$ cat src/rtl/serial_magnitude_compare_ctrl_if.sv
// Handshake bundle for serial_magnitude_compare_ctrl: operand side (in_*, a, b),
// result side (out_*, flags) and the busy status.
interface serial_magnitude_compare_ctrl_if #(
   parameter int WIDTH = 16
);
   logic             in_valid;
   logic             in_ready;
   logic [WIDTH-1:0] a;
   logic [WIDTH-1:0] b;
   logic             busy;
   logic             out_valid;
   logic             out_ready;
   logic             a_less_b;
   logic             a_equal_b;
   logic             a_greater_b;

   modport slave (
      input  in_valid, a, b, out_ready,
      output in_ready, busy, out_valid, a_less_b, a_equal_b, a_greater_b
   );

   modport master (
      output in_valid, a, b, out_ready,
      input  in_ready, busy, out_valid, a_less_b, a_equal_b, a_greater_b
   );
endinterface

$ cat src/rtl/serial_magnitude_compare_ctrl.sv
// Digit-serial (2 bits/cycle, MSB first) magnitude comparator with valid/ready on both sides.
// Optional macro SERIAL_CMP_EARLY_EXIT_EN: stop on the first unequal digit instead of constant-time.
//
// state   | meaning
// IDLE    | waiting for an operand pair, in_ready=1
// RUN     | comparing one digit per cycle, busy=1
// DONE    | result presented, out_valid=1 until out_ready
module serial_magnitude_compare_ctrl #(
   parameter int WIDTH       = 16,
   parameter int SIGNED_MODE = 0
) (
   input  logic                           clk,
   input  logic                           rst_n,
   serial_magnitude_compare_ctrl_if.slave bus
);

   localparam int N     = WIDTH / 2;
   localparam int IDX_W = (N > 1) ? $clog2(N) : 1;
   localparam logic [IDX_W-1:0] IDX_TOP = IDX_W'(N - 1);

   typedef enum logic [1:0] {
      ST_IDLE,
      ST_RUN,
      ST_DONE
   } state_t;

   state_t             state, state_nx;
   logic [WIDTH-1:0]   a_r, a_r_nx;
   logic [WIDTH-1:0]   b_r, b_r_nx;
   logic [IDX_W-1:0]   idx, idx_nx;
   logic               lt_r, lt_nx;
   logic               gt_r, gt_nx;
   logic               hit_r, hit_nx;
   logic               flag_lt, flag_lt_nx;
   logic               flag_eq, flag_eq_nx;
   logic               flag_gt, flag_gt_nx;

   logic [1:0]         dig_a;
   logic [1:0]         dig_b;
   logic               dig_lt;
   logic               dig_gt;
   logic               new_lt;
   logic               new_gt;
   logic               new_hit;
   logic               last_digit;

   // Shared digit comparator; the top digit gets its MSB flipped in signed mode
   // so two's complement orders like offset binary.
   always_comb begin
      dig_a = a_r[{idx, 1'b0} +: 2];
      dig_b = b_r[{idx, 1'b0} +: 2];
      if ((SIGNED_MODE != 0) && (idx == IDX_TOP)) begin
         dig_a[1] = ~dig_a[1];
         dig_b[1] = ~dig_b[1];
      end
      dig_lt = (dig_a < dig_b);
      dig_gt = (dig_a > dig_b);
   end

   always_comb begin
      new_lt  = lt_r;
      new_gt  = gt_r;
      new_hit = hit_r;
      if (!hit_r && (dig_lt || dig_gt)) begin
         new_lt  = dig_lt;
         new_gt  = dig_gt;
         new_hit = 1'b1;
      end
`ifdef SERIAL_CMP_EARLY_EXIT_EN
      last_digit = (idx == '0) || new_hit;
`else
      last_digit = (idx == '0);
`endif
   end

   always_comb begin
      state_nx   = state;
      a_r_nx     = a_r;
      b_r_nx     = b_r;
      idx_nx     = idx;
      lt_nx      = lt_r;
      gt_nx      = gt_r;
      hit_nx     = hit_r;
      flag_lt_nx = flag_lt;
      flag_eq_nx = flag_eq;
      flag_gt_nx = flag_gt;

      unique case (state)
         ST_IDLE: begin
            if (bus.in_valid) begin
               a_r_nx   = bus.a;
               b_r_nx   = bus.b;
               idx_nx   = IDX_TOP;
               lt_nx    = 1'b0;
               gt_nx    = 1'b0;
               hit_nx   = 1'b0;
               state_nx = ST_RUN;
            end
         end
         ST_RUN: begin
            lt_nx  = new_lt;
            gt_nx  = new_gt;
            hit_nx = new_hit;
            if (last_digit) begin
               flag_lt_nx = new_lt;
               flag_gt_nx = new_gt;
               flag_eq_nx = ~new_hit;
               state_nx   = ST_DONE;
            end else begin
               // Once decided, later digits are still stepped but ignored.
               idx_nx = idx - IDX_W'(1);
            end
         end
         ST_DONE: begin
            if (bus.out_ready) begin
               flag_lt_nx = 1'b0;
               flag_eq_nx = 1'b0;
               flag_gt_nx = 1'b0;
               idx_nx     = IDX_TOP;
               state_nx   = ST_IDLE;
            end
         end
         default: begin
            state_nx = ST_IDLE;
         end
      endcase
   end

   always_ff @(posedge clk) begin
      if (!rst_n) begin
         state   <= ST_IDLE;
         a_r     <= '0;
         b_r     <= '0;
         idx     <= IDX_TOP;
         lt_r    <= 1'b0;
         gt_r    <= 1'b0;
         hit_r   <= 1'b0;
         flag_lt <= 1'b0;
         flag_eq <= 1'b0;
         flag_gt <= 1'b0;
      end else begin
         state   <= state_nx;
         a_r     <= a_r_nx;
         b_r     <= b_r_nx;
         idx     <= idx_nx;
         lt_r    <= lt_nx;
         gt_r    <= gt_nx;
         hit_r   <= hit_nx;
         flag_lt <= flag_lt_nx;
         flag_eq <= flag_eq_nx;
         flag_gt <= flag_gt_nx;
      end
   end

   assign bus.in_ready    = (state == ST_IDLE);
   assign bus.busy        = (state == ST_RUN);
   assign bus.out_valid   = (state == ST_DONE);
   assign bus.a_less_b    = flag_lt;
   assign bus.a_equal_b   = flag_eq;
   assign bus.a_greater_b = flag_gt;

endmodule

$ cat src/flat_wrapper.sv
// flat-port wrapper written by rule: the top's interface ports become plain ports
module serial_magnitude_compare_ctrl_flat 
#(
   parameter int WIDTH       = 16,
   parameter int SIGNED_MODE = 0
)
  (clk, rst_n, bus_in_valid, bus_a, bus_b, bus_out_ready, bus_in_ready, bus_busy, bus_out_valid, bus_a_less_b, bus_a_equal_b, bus_a_greater_b);
  serial_magnitude_compare_ctrl_if #(.WIDTH(WIDTH)) bus_i ();
  input  logic clk;
  input  logic rst_n;
  input wire logic [$bits(bus_i.in_valid)-1:0] bus_in_valid;
  input wire logic [$bits(bus_i.a)-1:0] bus_a;
  input wire logic [$bits(bus_i.b)-1:0] bus_b;
  input wire logic [$bits(bus_i.out_ready)-1:0] bus_out_ready;
  output wire logic [$bits(bus_i.in_ready)-1:0] bus_in_ready;
  output wire logic [$bits(bus_i.busy)-1:0] bus_busy;
  output wire logic [$bits(bus_i.out_valid)-1:0] bus_out_valid;
  output wire logic [$bits(bus_i.a_less_b)-1:0] bus_a_less_b;
  output wire logic [$bits(bus_i.a_equal_b)-1:0] bus_a_equal_b;
  output wire logic [$bits(bus_i.a_greater_b)-1:0] bus_a_greater_b;
  assign bus_i.in_valid = bus_in_valid;
  assign bus_i.a = bus_a;
  assign bus_i.b = bus_b;
  assign bus_i.out_ready = bus_out_ready;
  assign bus_in_ready = bus_i.in_ready;
  assign bus_busy = bus_i.busy;
  assign bus_out_valid = bus_i.out_valid;
  assign bus_a_less_b = bus_i.a_less_b;
  assign bus_a_equal_b = bus_i.a_equal_b;
  assign bus_a_greater_b = bus_i.a_greater_b;
  serial_magnitude_compare_ctrl #(.WIDTH(WIDTH), .SIGNED_MODE(SIGNED_MODE)) u_core (.clk(clk), .rst_n(rst_n), .bus(bus_i));
endmodule
$ cat config.mk
export PLATFORM = sky130hd
export DESIGN_NAME = serial_magnitude_compare_ctrl_flat
export DESIGN_NICKNAME = d
export VERILOG_FILES = /design/src/rtl/serial_magnitude_compare_ctrl_if.sv /design/src/rtl/serial_magnitude_compare_ctrl.sv /design/src/flat_wrapper.sv
export SDC_FILE = /design/constraint.sdc
export NUM_CORES = 1
export LEC_CHECK = 0
export CAP_MARGIN = 10
export CORE_MARGIN = 2
export CORE_UTILIZATION = 54
export DETAILED_ROUTE_END_ITERATION = 8
export GPL_ROUTABILITY_DRIVEN = 0
export GPL_TIMING_DRIVEN = 0
export PLACE_DENSITY = 0.9
export REMOVE_ABC_BUFFERS = 1
export SLEW_MARGIN = 20
export SYNTH_ARGS = -nofsm -noshare
export SYNTH_HDL_FRONTEND = slang
export SYNTH_SLANG_ARGS = --single-unit
$ cat constraint.sdc
create_clock -name clk -period 4.8 [get_ports clk]
set_input_delay 0.96 -clock clk [delete_from_list [all_inputs] [get_ports clk]]
set_output_delay 0.96 -clock clk [all_outputs]
set_load 0.02 [all_outputs]
# Word level (Yosys, flattened, before mapping)
# Cells that the tools add are included.
# totals
reg_bits	43
# classes
n_addsub	1
order_cmp	2
n_eq_ne	6
shifts	2
muxes	22
bitwise_logic	1
reduce_logical	13
# ops
cell	n
16-bit by 5-bit indexed part select with 2-bit output	2
1-bit case mux with 2 select lines	6
3-bit 2-to-1 mux	3
3-bit case mux with 3 select lines	1
1-bit 2-to-1 mux	8
2-bit 2-to-1 mux	3
2-bit inequality test, second input constant	3
2-bit case mux with 3 select lines	1
3-bit AND reduction	2
2-bit AND reduction	2
4-bit AND reduction	1
2-bit nonzero test	2
3-bit logical NOT	1
3-bit nonzero test	1
3-bit by 1-bit subtractor with 3-bit output, second input constant	1
2-bit by 1-bit == test with 1-bit output, second input constant	1
2-bit == test, second input constant	1
2-bit greater-than comparator	1
2-bit logical NOT	1
2-bit < comparator	1
2-bit by 1-bit inequality test with 1-bit output, second input constant	1
1-bit logical AND	1
1-bit logical NOT	1
1-bit logical OR	1
1-bit inverter	1

# Logic depth before layout (Yosys ltp)
# Gate-level depths: netlist of the first run.
# logic_depth
ltp_word	8
mapped_depth	8
ltp_nobuf	7

# Worst setup path before layout of the first run
# OpenSTA, ideal clock, no wires.
# synth_timing
path_type	reg2reg
startpoint	register u_core.idx[0]
endpoint	register u_core.flag_gt (netlist: u_core.bus.a_greater_b)
setup_time_ns	0.070
arrival_ns	2.282
t_required_ns	4.730
slack_ns	2.448
path_stages_with_launch	9
cell_sequence	dfxtp_1 buf_2 mux4_2 mux2_2 ha_1 inv_1 o21ai_0 o211ai_1 a21oi_1
# synth_between
elab_chain_cells	7
word_cells_on_any_way	12
cone_classes	order compare: 2; eq/ne: 1; shift: 2; mux: 3; reduce/logical: 4
# synth_lines
element	line_no	text
from (decl)	serial_magnitude_compare_ctrl.sv:30	logic [IDX_W-1:0] idx, idx_nx;
from (signal assigned)	serial_magnitude_compare_ctrl.sv:145	idx <= idx_nx;
16-bit by 5-bit indexed part select with 2-bit output, on equally long branches	serial_magnitude_compare_ctrl.sv:50, serial_magnitude_compare_ctrl.sv:51	
2-bit < comparator or 2-bit greater-than comparator (tied branches)	serial_magnitude_compare_ctrl.sv:56, serial_magnitude_compare_ctrl.sv:57	
1-bit logical OR	serial_magnitude_compare_ctrl.sv:64	if (!hit_r && (dig_lt || dig_gt)) begin
1-bit logical AND	serial_magnitude_compare_ctrl.sv:64	
1-bit 2-to-1 mux	serial_magnitude_compare_ctrl.sv:64	
1-bit 2-to-1 mux	serial_magnitude_compare_ctrl.sv:104	if (last_digit) begin
1-bit case mux with 2 select lines	serial_magnitude_compare_ctrl.sv:88	unique case (state)
to (signal assigned)	serial_magnitude_compare_ctrl.sv:151	flag_gt <= flag_gt_nx;
to (decl)	serial_magnitude_compare_ctrl.sv:36	logic flag_gt, flag_gt_nx;
# Several ways; a longest one is shown, not always the timed one. The select of a mux whose other input is x is not followed.
# A chain may end at the register's enable or synchronous reset.

# Worst setup path after layout of the first run
# layout_timing
startpoint	register u_core.state[0]
endpoint	output bus_busy
# layout_between
elab_chain_cells	1
# layout_lines
element	line_no	text
from (decl)	serial_magnitude_compare_ctrl.sv:27	state_t state, state_nx;
from (signal assigned)	serial_magnitude_compare_ctrl.sv:142	state <= state_nx;
2-bit by 1-bit == test with 1-bit output	serial_magnitude_compare_ctrl.sv:156	assign bus.busy = (state == ST_RUN);
to (decl)	flat_wrapper.sv:16	output wire logic [$bits(bus_i.busy)-1:0] bus_busy;
# No other way between the ends.

==> flow_metrics.py, run 1 <==
metrics = {
    "synth": {
        "ys_ff_latch": 43,
        "synth_edf_count": 0,
        "yosysSeqAreaShare_pct": 43.85,
        "synth_top_family_by_area": "simple AND/OR/NAND/NOR gates",
        "synth_area_leaders": "dfxtp_1, nand2_1, a21oi_1",
        "synth.distinct_cells": 34,
        "async_reset_ff_share_pct": 0,
        "syn_avg_cell_area_um2": 8.686,
        "yosysMostFrequentCell": "nand2_1",
        "syn-cell-area_um2": 1963,
        "synth_compound_area_share_pct": 13.58,
        "yosys.area_share.simple_pct": 20.84,
        "synthMuxAreaShare_pct": 13.13,
        "synth_cells": 226,
        "synth_warnings": 0,
        "synthAdderAreaFrac_pct": 2.549,
        "ys_top_cells_by_count": "nand2_1, dfxtp_1, a21oi_1",
        "yosysTopAreaCell": "dfxtp_1",
        "synth_top_area_share_pct": 43.85,
        "synth-main-ff-cell": "dfxtp_1",
        "synth_xor_area_share_pct": 0.4461,
    },
    "floorplanning": {
        "ios": 42,
        "die_w_um": 64.30,
        "initial_core_util_pct": 57.47,
        "rows": 21,
        "die_h_um": 64.30,
        "core-area_um2": 3416,
        "design.die.area_um2": 4134,
    },
    "route": {
        "drc": 0,
        "drtIter0Drc": 65,
        "postRouteAntennaNets": 0,
        "drtPass1Iterations": 4,
        "via_per_inst": 5.286,
        "post_drt_wl_per_cell_um": 11.86,
        "drt_wl_total_mm": 3.604,
        "vias": 1607,
    },
    "timing": {
        "holdWs_ps": 460.8,
        "fin_worst_skew_ps": 6.165,
        "drv_slew": 0,
        "hold_violations": 0,
        "setup_violations": 0,
        "fin_setup_tns_ps": 0,
        "min_period_ps": 2837,
        "period_share_pct": 59.11,
        "tightest_slew_ps": 1051,
        "slew_headroom_pct": 29.74,
        "max_freq_ghz": 0.3524,
        "rsz0062_at_grt": "no",
    },
    "final_layout": {
        "n_fill_cell": 254,
        "diodes": 0,
        "fin_area_um2": 2395,
        "fin_nets": 297,
        "syn2layout_area_growth_pct": 21.99,
        "drive_above_1_share_pct": 9.302,
    },
    "global_route": {
        "grt_max_degree": 39,
        "grt_pass1_wl_mm": 6.520,
        "grt_overflow_total": 0,
        "grt_use_total_pct": 20.21,
        "antenna_found_initial": 0,
        "grt_pass1_vias": 1562,
    },
    "clocking": {
        "ctsLongestPathBuffers": 2,
        "cts_max_level": 2,
        "clk-insertion-delay-late_ps": 360,
        "post_cts_buffers": 0,
        "numClockSinks": 43,
        "ctsResizeCount": 0,
        "cts_tree": "yes",
        "root_buffer": "clkbuf_4",
        "cts.clk_slew.worst_paths_ps": 120,
        "numCtsBuffers": 5,
        "cts_hold_buf": 0,
    },
    "critical_path": {
        "cp_data_required_time_ps": 3840,
        "end_kind": "primary output",
        "crit_path_cell_trace": "nor2b_1 > clkdlybuf4s50_1",
        "critPathSlowestCell": "clkdlybuf4s50_1",
        "cp-start-kind": "flop",
        "crit_arrival_ps": 1880,
        "crit_fanout": 10,
        "cpPeakStageDelay_ps": 660,
        "critical_path_class": "flop to primary output",
    },
    "power": {
        "finalPower_mw": 0.6814,
        "vdd_drop_max_mv": 0.1645,
        "leakagePower_nw": 0.9229,
        "power_density_nw_per_um2": 284.5,
    },
    "flow_run": {
        "drv_cap": 0,
    },
    "status": {
        "status": "finished clean",
    },
    "min_path": {
        "hold_class": "flop to flop",
    },
    "placement": {
        "placed_cell_area_um2": 2340,
        "dp_hpwl_mm": 2.507,
        "port_buffers": 41,
    },
}
## logic make-up (layout without fill, tap and decap cells)
group | Yosys count | after routing
AND/OR/NAND/NOR | 94 | 94
adder cells (fa/ha/maj) | 4 | 4
multiplexers | 15 | 15
flip-flops | 43 | 43
XOR/XNOR | 1 | 1
AO/OA/AOI/OAI | 47 | 47
buffers and inverters | 22 | 54
## metrics by stage
| stage | util [%] | cells | worst slack, ps |
|---|---|---|---|
| final | 70.11 | 304 | 1963 |
| after global placement | 68.50 | 296 | 2012 |
| after CTS | 70.07 | 304 | 1963 |
| after floorplan | - | 209 | 2334 |
| after detailed placement | 68.50 | 296 | 1989 |
| after global routing | 70.11 | 304 | 1791 |
## worst paths after layout
path                    from                     end  slack (ps)  cells past startpoint
max          u_core.state[0]                bus_busy        1960                      2
min            u_core.a_r[8]           u_core.a_r[8]         460                      2
max reg2reg    u_core.idx[0]  u_core.bus.a_greater_b        2000                      7
min reg2reg    u_core.a_r[8]           u_core.a_r[8]         460                      2
## cell usage in the layout, fill, tap and decap left out, types with 2 or more instances in the layout
cell | synthesis | final
nor3_1 | 2 | 2
o21ai_0 | 2 | 2
nand3b_1 | 3 | 3
clkdlybuf4s50_1 | 0 | 41
nor2_1 | 5 | 5
nand3_1 | 2 | 2
ha_1 | 4 | 4
mux2i_1 | 4 | 4
inv_1 | 5 | 4
clkbuf_4 | 0 | 5
a211oi_1 | 2 | 2
nand2_1 | 71 | 71
mux4_2 | 8 | 8
nor2b_1 | 3 | 3
mux2_2 | 2 | 2
a21oi_1 | 38 | 38
dfxtp_1 | 43 | 43
## metal layers
metal | up-vias | wire [um] | global-route usage (%)
li1 | 827 | - | -
met1 | 727 | 1657 | 24.32
met2 | 42 | 1688 | 33.98
met3 | 11 | 178 | 5.986
met4 | 0 | 79 | 7.713
met5 | - | 0 | 0
## report_power, final
group	total, mW	switching [mW]	internal (mW)	leakage, nW
Clock	0.173	0.116	0.0565	0.0282
Combinational	0.116	0.0532	0.0633	0.542
Sequential	0.392	0.0161	0.376	0.352
## area by class of cell
type | count | area (um2) | share of cell area, %
inverters | 5 | 18.77 | 0.7837
flip-flops and latches | 43 | 860.8 | 35.95
repair buffers | 41 | 410.4 | 17.14
well taps | 46 | 57.56 | 2.403
multi-input cells | 161 | 993.5 | 41.48
clock inverters | 2 | 12.51 | 0.5225
clock buffers | 6 | 41.29 | 1.724
## state kept, by name, summed over array words and instances, names as in the netlist
register / flops
u_core.gt_r: 1
u_core.state: 2
u_core.hit_r: 1
u_core.lt_r: 1
u_core.bus.a_equal_b: 1
u_core.a_r: 16
u_core.idx: 3
u_core.bus.a_greater_b: 1
u_core.bus.a_less_b: 1
u_core.b_r: 16
## critical path, delay by kind of cell, from the launching register on
kind | cells | cell delay, ps
buf+inv | 1 | 660
flops | 1 | 520
simple gates | 1 | 330
Power figures use the tool's default switching activity.
==> run 2, diff against run 1 <==
Settings changed: CORE_UTILIZATION 54 to 45, PLACE_DENSITY 0.9 to 0.81.
Clock period 4.8 ns to 2.49 ns, I/O delays scaled along.
==> run 2 against run 1 <==
Non-clock buffer count unchanged. Sequential cell count unchanged. Cell count rose by 1.6%. Design area is 2.0% higher. Critical path depth did not move. Combinational power up 97%. Sequential share of layout area fell by 0.56 points. Via count decreased by 1.7%. Clock-buffer cell count unchanged. Largest power group unchanged. Highest routed layer unchanged.
==> flow_metrics.py, run 2 (synthesis results as in run 1) <==
metrics = {
    "timing": {
        "rsz0062_at_grt": "no",
        "max_freq_ghz": 0.4415,
        "hold_violations": 0,
        "fin_setup_tns_ps": 0,
        "period_share_pct": 90.97,
        "min_period_ps": 2265,
        "slew_headroom_pct": 32.57,
        "holdWs_ps": 456.1,
        "tightest_slew_ps": 1009,
        "drv_slew": 0,
        "setup_violations": 0,
        "setup_ws_ps": 224.8,
        "fin_worst_skew_ps": 6.730,
    },
    "critical_path": {
        "critical_path_class": "flop to primary output",
        "crit_arrival_ps": 1770,
        "cp-start-kind": "flop",
        "crit_fanout": 10,
        "cp_data_required_time_ps": 1990,
        "end_kind": "primary output",
    },
    "route": {
        "drtPass1Iterations": 4,
        "drc": 0,
        "drtIter0Drc": 128,
        "drt_wl_total_mm": 3.754,
        "via_per_inst": 5.113,
        "postRouteAntennaNets": 0,
        "post_drt_wl_per_cell_um": 12.15,
        "vias": 1580,
    },
    "flow_run": {
        "drv_cap": 0,
    },
    "clocking": {
        "cts.clk_slew.worst_paths_ps": 80,
        "cts_hold_buf": 0,
        "ctsLongestPathBuffers": 2,
        "numClockSinks": 43,
        "clk-insertion-delay-late_ps": 300,
        "root_buffer": "clkbuf_8",
        "post_cts_buffers": 0,
        "cts_max_level": 2,
        "ctsResizeCount": 2,
        "cts_tree": "yes",
        "numCtsBuffers": 5,
    },
    "placement": {
        "dp_hpwl_mm": 2.596,
        "placedCellCount": 302,
        "port_buffers": 41,
        "placed_cell_area_um2": 2347,
        "post-place-ws_ps": -329.6,
    },
    "final_layout": {
        "syn2layout_area_growth_pct": 24.47,
        "reg_top3": "u_core.a_r (16), u_core.b_r (16), u_core.idx (3)",
        "finalCoreUtilization_pct": 57.31,
        "drive_above_1_share_pct": 10.12,
        "seq_area_um2": 864.6,
        "final_cell_mix": "nand2_1, dfxtp_1, clkdlybuf4s50_1",
        "diodes": 0,
        "final_common_cell": "nand2_1",
        "finalNonFillerCells": 309,
        "fin_nets": 297,
        "fin_area_um2": 2444,
        "multiInputGateArea_um2": 997.2,
        "n_fill_cell": 394,
    },
    "global_route": {
        "grt_overflow_total": 0,
        "grt_pass1_vias": 1572,
        "grt_max_degree": 39,
        "grt_pass1_wl_mm": 6.762,
        "grt_use_total_pct": 17.73,
        "antenna_found_initial": 0,
    },
    "power": {
        "p_sw_mw": 0.3600,
        "power.internal_mw": 1.066,
        "clkPwrFrac_pct": 31.1,
        "vdd_drop_max_mv": 0.3967,
        "leakagePower_nw": 0.9428,
        "swShare_pct": 25.24,
        "power_density_nw_per_um2": 583.7,
        "pwr-share-comb_pct": 16.0,
        "finalPower_mw": 1.426,
        "p_seq_share_pct": 52.9,
    },
    "floorplanning": {
        "ios": 42,
        "die_w_um": 70.05,
        "core-area_um2": 4264,
        "rows": 24,
        "initial_core_util_pct": 46.04,
        "design.die.area_um2": 4907,
        "die_h_um": 70.05,
    },
    "min_path": {
        "hold_class": "flop to flop",
    },
    "status": {
        "status": "finished clean",
    },
}
-- run 2: cell types whose count changed in the layout (fill, tap and decap cells not counted), sizes merged --
| cell | change |
|---|---|
| clkinvlp | -1 |
-- run 2: worst paths after layout --
kind | start | depth (start not counted) | endpoint | slack (ps)
hold reg to reg | u_core.bus.a_greater_b | 2 | u_core.bus.a_greater_b | 460
hold / removal | u_core.bus.a_greater_b | 2 | u_core.bus.a_greater_b | 460
setup reg to reg | u_core.idx[0] | 7 | u_core.gt_r | 250
setup / recovery | u_core.state[0] | 2 | bus_busy | 220
-- run 2: per-layer routing --
metal | vias to the layer above | routed length, um | share of wire (%) | track usage [%]
met3 | 5 | 185 | 4.9 | 6.205
met4 | 0 | 85 | 2.3 | 8.547
met5 | - | 0 | 0 | 0
met2 | 32 | 1836 | 49 | 29.42
met1 | 720 | 1647 | 44 | 20.33
li1 | 823 | - | - | -
-- run 2: layout make-up --
class / instances / share of cell area, %
clock buffer: 6 / 3.379
clock inverter: 1 / 0.2048
inverter: 5 / 0.7681
multi-input combinational: 161 / 40.81
sequential: 43 / 35.38
tap: 52 / 2.663
timing repair buffer: 41 / 16.79
-- run 2: power groups by stage --
stage	Combinational [mW]	Clock [mW]	Sequential [mW]
2_1_floorplan	0.136	0	0.762
3_3_place_gp	0.222	0	0.769
3_5_place_dp	0.226	0	0.772
4_1_cts	0.228	0.457	0.756
5_1_grt	0.256	0.488	0.762
6_report	0.228	0.444	0.755
-- run 2: critical path, cell delays in order, from the launching register on --
cell	delay, ps
dfxtp_1	480
nor2b_1	320
clkdlybuf4s50_1	660
